**config.mk**
```make
export PLATFORM = sky130hd
export DESIGN_NAME = ascii_num_parser
export DESIGN_NICKNAME = d
export VERILOG_FILES = /design/src/rtl/ascii_num_parser.sv
export SDC_FILE = /design/constraint.sdc
export NUM_CORES = 1
export LEC_CHECK = 0
export ABC_AREA = 1
export CORE_ASPECT_RATIO = 1.25
export CORE_UTILIZATION = 40
export DETAILED_ROUTE_END_ITERATION = 7
export GPL_TIMING_DRIVEN = 0
export PLACE_DENSITY = 0.58
export SYNTH_ARGS = -nofsm -noshare
export SYNTH_HDL_FRONTEND = slang
export SYNTH_SLANG_ARGS = --single-unit
```
**constraint.sdc**
```tcl
create_clock -name clk -period 5.2 [get_ports clk]
set_input_delay 1.56 -clock clk [delete_from_list [all_inputs] [get_ports clk]]
set_output_delay 1.56 -clock clk [all_outputs]
set_load 0.01 [all_outputs]
```
**src/rtl/ascii_num_parser.sv**
```systemverilog
// Purpose : parses decimal ASCII numbers from a byte stream into a show-ahead token FIFO.
// Latency : a token is visible on num_valid one cycle after its terminator byte is strobed.
// Backpres: input has none (tokens are dropped and overflow set when the FIFO is full);
//           output uses num_valid/num_ready.
//
// Ports:
//   clk, rst                 clock, synchronous active-high reset
//   input_valid, input_data  byte strobe and received byte
//   num_valid, num_ready     head-token handshake
//   num_value                head token value (0 when num_valid=0)
//   num_eol                  head token ended by newline
//   num_blank                head token is an empty line
//   num_wrapped              head token value was reduced modulo 2^WIDTH
//   overflow                 sticky: a token was dropped because the FIFO was full
module ascii_num_parser #(
    parameter int WIDTH = 32,
    parameter int DEPTH = 4
) (
    input  logic             clk,
    input  logic             rst,
    input  logic             input_valid,
    input  logic [7:0]       input_data,
    output logic             num_valid,
    input  logic             num_ready,
    output logic [WIDTH-1:0] num_value,
    output logic             num_eol,
    output logic             num_blank,
    output logic             num_wrapped,
    output logic             overflow
);

    localparam int AW = $clog2(DEPTH);
    localparam logic [AW:0] FULL_CNT = (AW+1)'(DEPTH);

    typedef struct packed {
        logic [WIDTH-1:0] value;
        logic             eol;
        logic             blank;
        logic             wrapped;
    } tok_t;

    // Parser state
    logic [WIDTH-1:0] acc_q, acc_d;
    logic             pend_q, pend_d;
    logic             wrap_q, wrap_d;

    // FIFO state
    tok_t             mem_q [DEPTH];
    logic [AW-1:0]    rd_q, rd_d;
    logic [AW-1:0]    wr_q, wr_d;
    logic [AW:0]      count_q, count_d;
    logic             ovf_q, ovf_d;

    logic             push;
    tok_t             push_tok;
    logic             pop;
    logic             accept;
    logic             is_digit;
    logic [WIDTH+3:0] prod;

    assign is_digit = (input_data >= 8'h30) && (input_data <= 8'h39);

    // Exact acc*10+digit; four extra bits are enough for the worst case, and any
    // set bit above WIDTH means the value no longer fits.
    assign prod = {4'b0000, acc_q} * (WIDTH+4)'(10) + (WIDTH+4)'(input_data[3:0]);

    always_comb begin
        acc_d    = acc_q;
        pend_d   = pend_q;
        wrap_d   = wrap_q;
        push     = 1'b0;
        push_tok = '0;
        if (input_valid) begin
            if (is_digit) begin
                acc_d  = prod[WIDTH-1:0];
                pend_d = 1'b1;
                if (prod[WIDTH+3:WIDTH] != 4'd0) begin
                    wrap_d = 1'b1;
                end
            end else if (input_data == 8'h0A) begin
                push         = 1'b1;
                push_tok.eol = 1'b1;
                if (pend_q) begin
                    push_tok.value   = acc_q;
                    push_tok.wrapped = wrap_q;
                end else begin
                    push_tok.blank = 1'b1;
                end
            end else if (input_data != 8'h0D && pend_q) begin
                // Any other non-CR byte ends a pending number
                push             = 1'b1;
                push_tok.value   = acc_q;
                push_tok.wrapped = wrap_q;
            end
        end
        // A push clears the parser whether or not the FIFO takes the token
        if (push) begin
            acc_d  = '0;
            pend_d = 1'b0;
            wrap_d = 1'b0;
        end
    end

    assign num_valid = (count_q != '0);
    assign pop       = num_valid && num_ready;
    // A full FIFO can still take a token when the head leaves in the same cycle
    assign accept    = push && ((count_q != FULL_CNT) || pop);

    always_comb begin
        rd_d    = rd_q;
        wr_d    = wr_q;
        count_d = count_q;
        ovf_d   = ovf_q;
        if (pop) begin
            rd_d = rd_q + 1'b1;
        end
        if (accept) begin
            wr_d = wr_q + 1'b1;
        end
        if (accept && !pop) begin
            count_d = count_q + 1'b1;
        end else if (!accept && pop) begin
            count_d = count_q - 1'b1;
        end
        if (push && !accept) begin
            ovf_d = 1'b1;
        end
    end

    always_ff @(posedge clk) begin
        if (rst) begin
            acc_q   <= '0;
            pend_q  <= 1'b0;
            wrap_q  <= 1'b0;
            rd_q    <= '0;
            wr_q    <= '0;
            count_q <= '0;
            ovf_q   <= 1'b0;
        end else begin
            acc_q   <= acc_d;
            pend_q  <= pend_d;
            wrap_q  <= wrap_d;
            rd_q    <= rd_d;
            wr_q    <= wr_d;
            count_q <= count_d;
            ovf_q   <= ovf_d;
        end
    end

    // Storage needs no reset: outputs are masked while the FIFO is empty
    always_ff @(posedge clk) begin
        if (!rst && accept) begin
            mem_q[wr_q] <= push_tok;
        end
    end

    tok_t head;
    assign head        = mem_q[rd_q];
    assign num_value   = num_valid ? head.value : '0;
    assign num_eol     = num_valid && head.eol;
    assign num_blank   = num_valid && head.blank;
    assign num_wrapped = num_valid && head.wrapped;
    assign overflow    = ovf_q;

endmodule

```
==> qor.csv <==
metric,value,unit
Synth Net Count,1492,
postcts setup bufs,0,
Clk network pwr share,0.335,
fin crit period,4.62,ns
Pwr Total,4.11,mW
"Slew Viols, Final",0,
Via density,4.92,
largest net degree at the start of global routing,28,
Finished Core Util,0.467,
"CTS clk-pin slew, worst paths",0.07,ns
CTS hold repair buffers,0,
drt first pass iters,7,
Die X-Extent,151,microns
fraction of layout cells with a size suffix above 1,0.0556,
GPL Wtd Cong,0.898,
"Seq/Total Area, Yosys",0.456,
Leak,5.39,nW
CTS Root Cell,clkbuf_16,
"flops & latches, synth",184,
die area,28600,sq um
nets@finish,1563,
port buffer count,48,
Fillers,2669,
unrepaired setup endpoints after global routing,false,
Ant. Diodes,0,
CP required,3.64,ns
Mapped Area,11200,sq um
CTS Buf Count,17,
DRT Wirelength,28.5,mm
initial antenna violation count,0,
remaining global-route overflow,0,
Logic pwr share,0.275,
initial DRC count,492,
Setup Skew,0.00736,ns
startpoint class of the critical path,flip-flop,
PD cells,320,nW/um^2
CTS tree,done,
Core ar.,27500,sq um
sequential power share,0.390,
worst hold slack,0.469,ns
Peak Freq,216,MHz
Final setup viols,0,
CTS Buffer Depth,2,
Worst-Margin Slew,0.858,ns
GRT Overall Usage,0.214,
synth warn,0,
Final Cycle Share,0.889,
Die Span Y,189,microns
Final Hold Viols,0,
WP data arrival,3.06,ns
ANT nets after route,0,
CTS sink cnt,184,
DR WL/cell,15.5,microns
Starting Density,0.406,
# IOs,49,
sw frac,0.294,
status,"finished, final reports clean",
Area growth syn-to-layout,14.9,%
post-CTS sizing,0,
Critical Path Sink Type,output pin,
clock latency on the worst-skew pair,0.42,ns
Rows,68,
routed vias,9069,
cell-internal power,2.90,mW
Avg Synthesized Cell Area,7.92,sq um
first-pass GRT wire length,46.3,mm
max cap viols,0,
Gate Count Post-Synth,1409,
post-DP HPWL,22.0,mm
vias in the first global route,9111,
Rel. slew slack,0.426,
VDD IR max,0.213,mV
synth unique cells,35,
Switch Pwr,1.21,mW
Hold Crit Class,flip-flop to flip-flop,
Post-route DRC,0,
CP max FO,10,
WS Path Type,flip-flop to output pin,
H-tree levels,4,
## layer usage
metal,GRT usage,share of wire,vias to the layer above
met2,0.390,0.52,139
met5,0,0,-
met4,0.0696,0.019,0
met1,0.260,0.44,4144
met3,0.0174,0.025,30
li1,-,-,4756
## path summary, 6_finish.rpt
| kind | cells after the start | slack [ns] | to | start |
|---|---|---|---|---|
| worst min register to register | 1 | 0.47 | overflow | overflow |
| worst max register to register | 20 | 1.62 | wrap_q | acc_q[3] |
| worst min-delay path | 1 | 0.47 | overflow | overflow |
| worst max-delay path | 7 | 0.58 | num_value[17] | flip-flop |
## final cells by class
class / count / area [sq um] / share of cell area
clock buffer: 22 / 454 / 0.0354
clock inverter: 10 / 178 / 0.0139
inverter: 188 / 706 / 0.0550
multi-input combinational: 997 / 5240 / 0.408
timing repair buffer: 52 / 561 / 0.0437
sequential: 184 / 5080 / 0.397
buffer: 40 / 165 / 0.0129
tap: 350 / 438 / 0.0342
## synthesized netlist by cell type (all sizes together)
cell    count  area share
clkbuf     33       0.011
edfxtp    140        0.38
a31oi       2      0.0011
nor4        1     0.00056
buf         7      0.0037
xor2       22       0.017
xnor2       9      0.0077
clkinv      4      0.0013
fa          3      0.0054
a311o       1     0.00090
o21ai     114       0.051
nor3       15      0.0067
o21a        1     0.00067
inv       184       0.062
a21oi      89       0.041
dfxtp      44       0.079
nand2     332        0.11
o21bai      3      0.0020
or2         1     0.00056
nand3      60       0.029
mux2i       1     0.00090
nor2      232       0.084
ha         68       0.076
nand4      17      0.0095
nor3b      24       0.016
nand3b      2      0.0013
## layout by cell type, fill, tap and decap left out, drive strengths merged, types with 3 or more instances in the layout
| cell | count |
|---|---|
| a21oi | 89 |
| edfxtp | 140 |
| fa | 3 |
| nand4 | 17 |
| buf | 11 |
| clkbuf | 55 |
| nor3b | 24 |
| xor2 | 22 |
| nor2 | 232 |
| o21ai | 114 |
| nor3 | 15 |
| xnor2 | 9 |
| dfxtp | 44 |
| nand2 | 332 |
| bufinv | 5 |
| clkinv | 8 |
| o21bai | 3 |
| ha | 68 |
| nand3 | 60 |
| inv | 184 |
| clkdlybuf4s50 | 48 |
## stage by stage
stage          instance area [sq um]  setup TNS [ns]  setup WS (ns)  instances
2_1_floorplan                  11200               0          0.753       1409
3_3_place_gp                   12100         -188.88          -1.43       1807
3_5_place_dp                   12200               0          0.517       1811
4_1_cts                        12800               0          0.515       1843
5_1_grt                        12800               0          0.383       1843
6_report                       12800               0          0.575       1843
## critical path, stage by stage, from the launching register on
cell and delay (ns):
dfxtp_1 0.30, clkbuf_1 0.42, clkinv_1 0.44, clkbuf_1 0.38, nor2_1 0.18, o21ai_0 0.10, a21oi_1 0.24, clkdlybuf4s50_1 0.58
## sequential cells by signal, indices dropped and copies added (netlist names), named ones only
name	cells
mem_q	140
acc_q	32
count_q	3
rd_q	2
wr_q	2
overflow	1
pend_q	1
wrap_q	1
## power groups by stage
stage	Sequential (mW)	Clock, mW	Combinational, mW
2_1_floorplan	1.63	0	0.568
3_3_place_gp	1.63	0	1.14
3_5_place_dp	1.63	0	1.14
4_1_cts	1.60	1.39	1.14
5_1_grt	1.60	1.44	1.24
6_report	1.60	1.38	1.13
## cell families (layout without fill, tap and decap cells)
| logic type | Yosys count | after routing | share of synthesized area |
|---|---|---|---|
| AND/OR/NAND/NOR | 684 | 684 | 0.262 |
| flip-flops | 184 | 184 | 0.456 |
| buffers and inverters | 228 | 312 | 0.0780 |
| adder cells (fa/ha/maj) | 71 | 71 | 0.0816 |
| XOR/XNOR | 31 | 31 | 0.0250 |
| AO/OA/AOI/OAI | 210 | 210 | 0.0964 |
| multiplexers | 1 | 1 | 0.000897 |
Power figures use the tool's default switching activity.
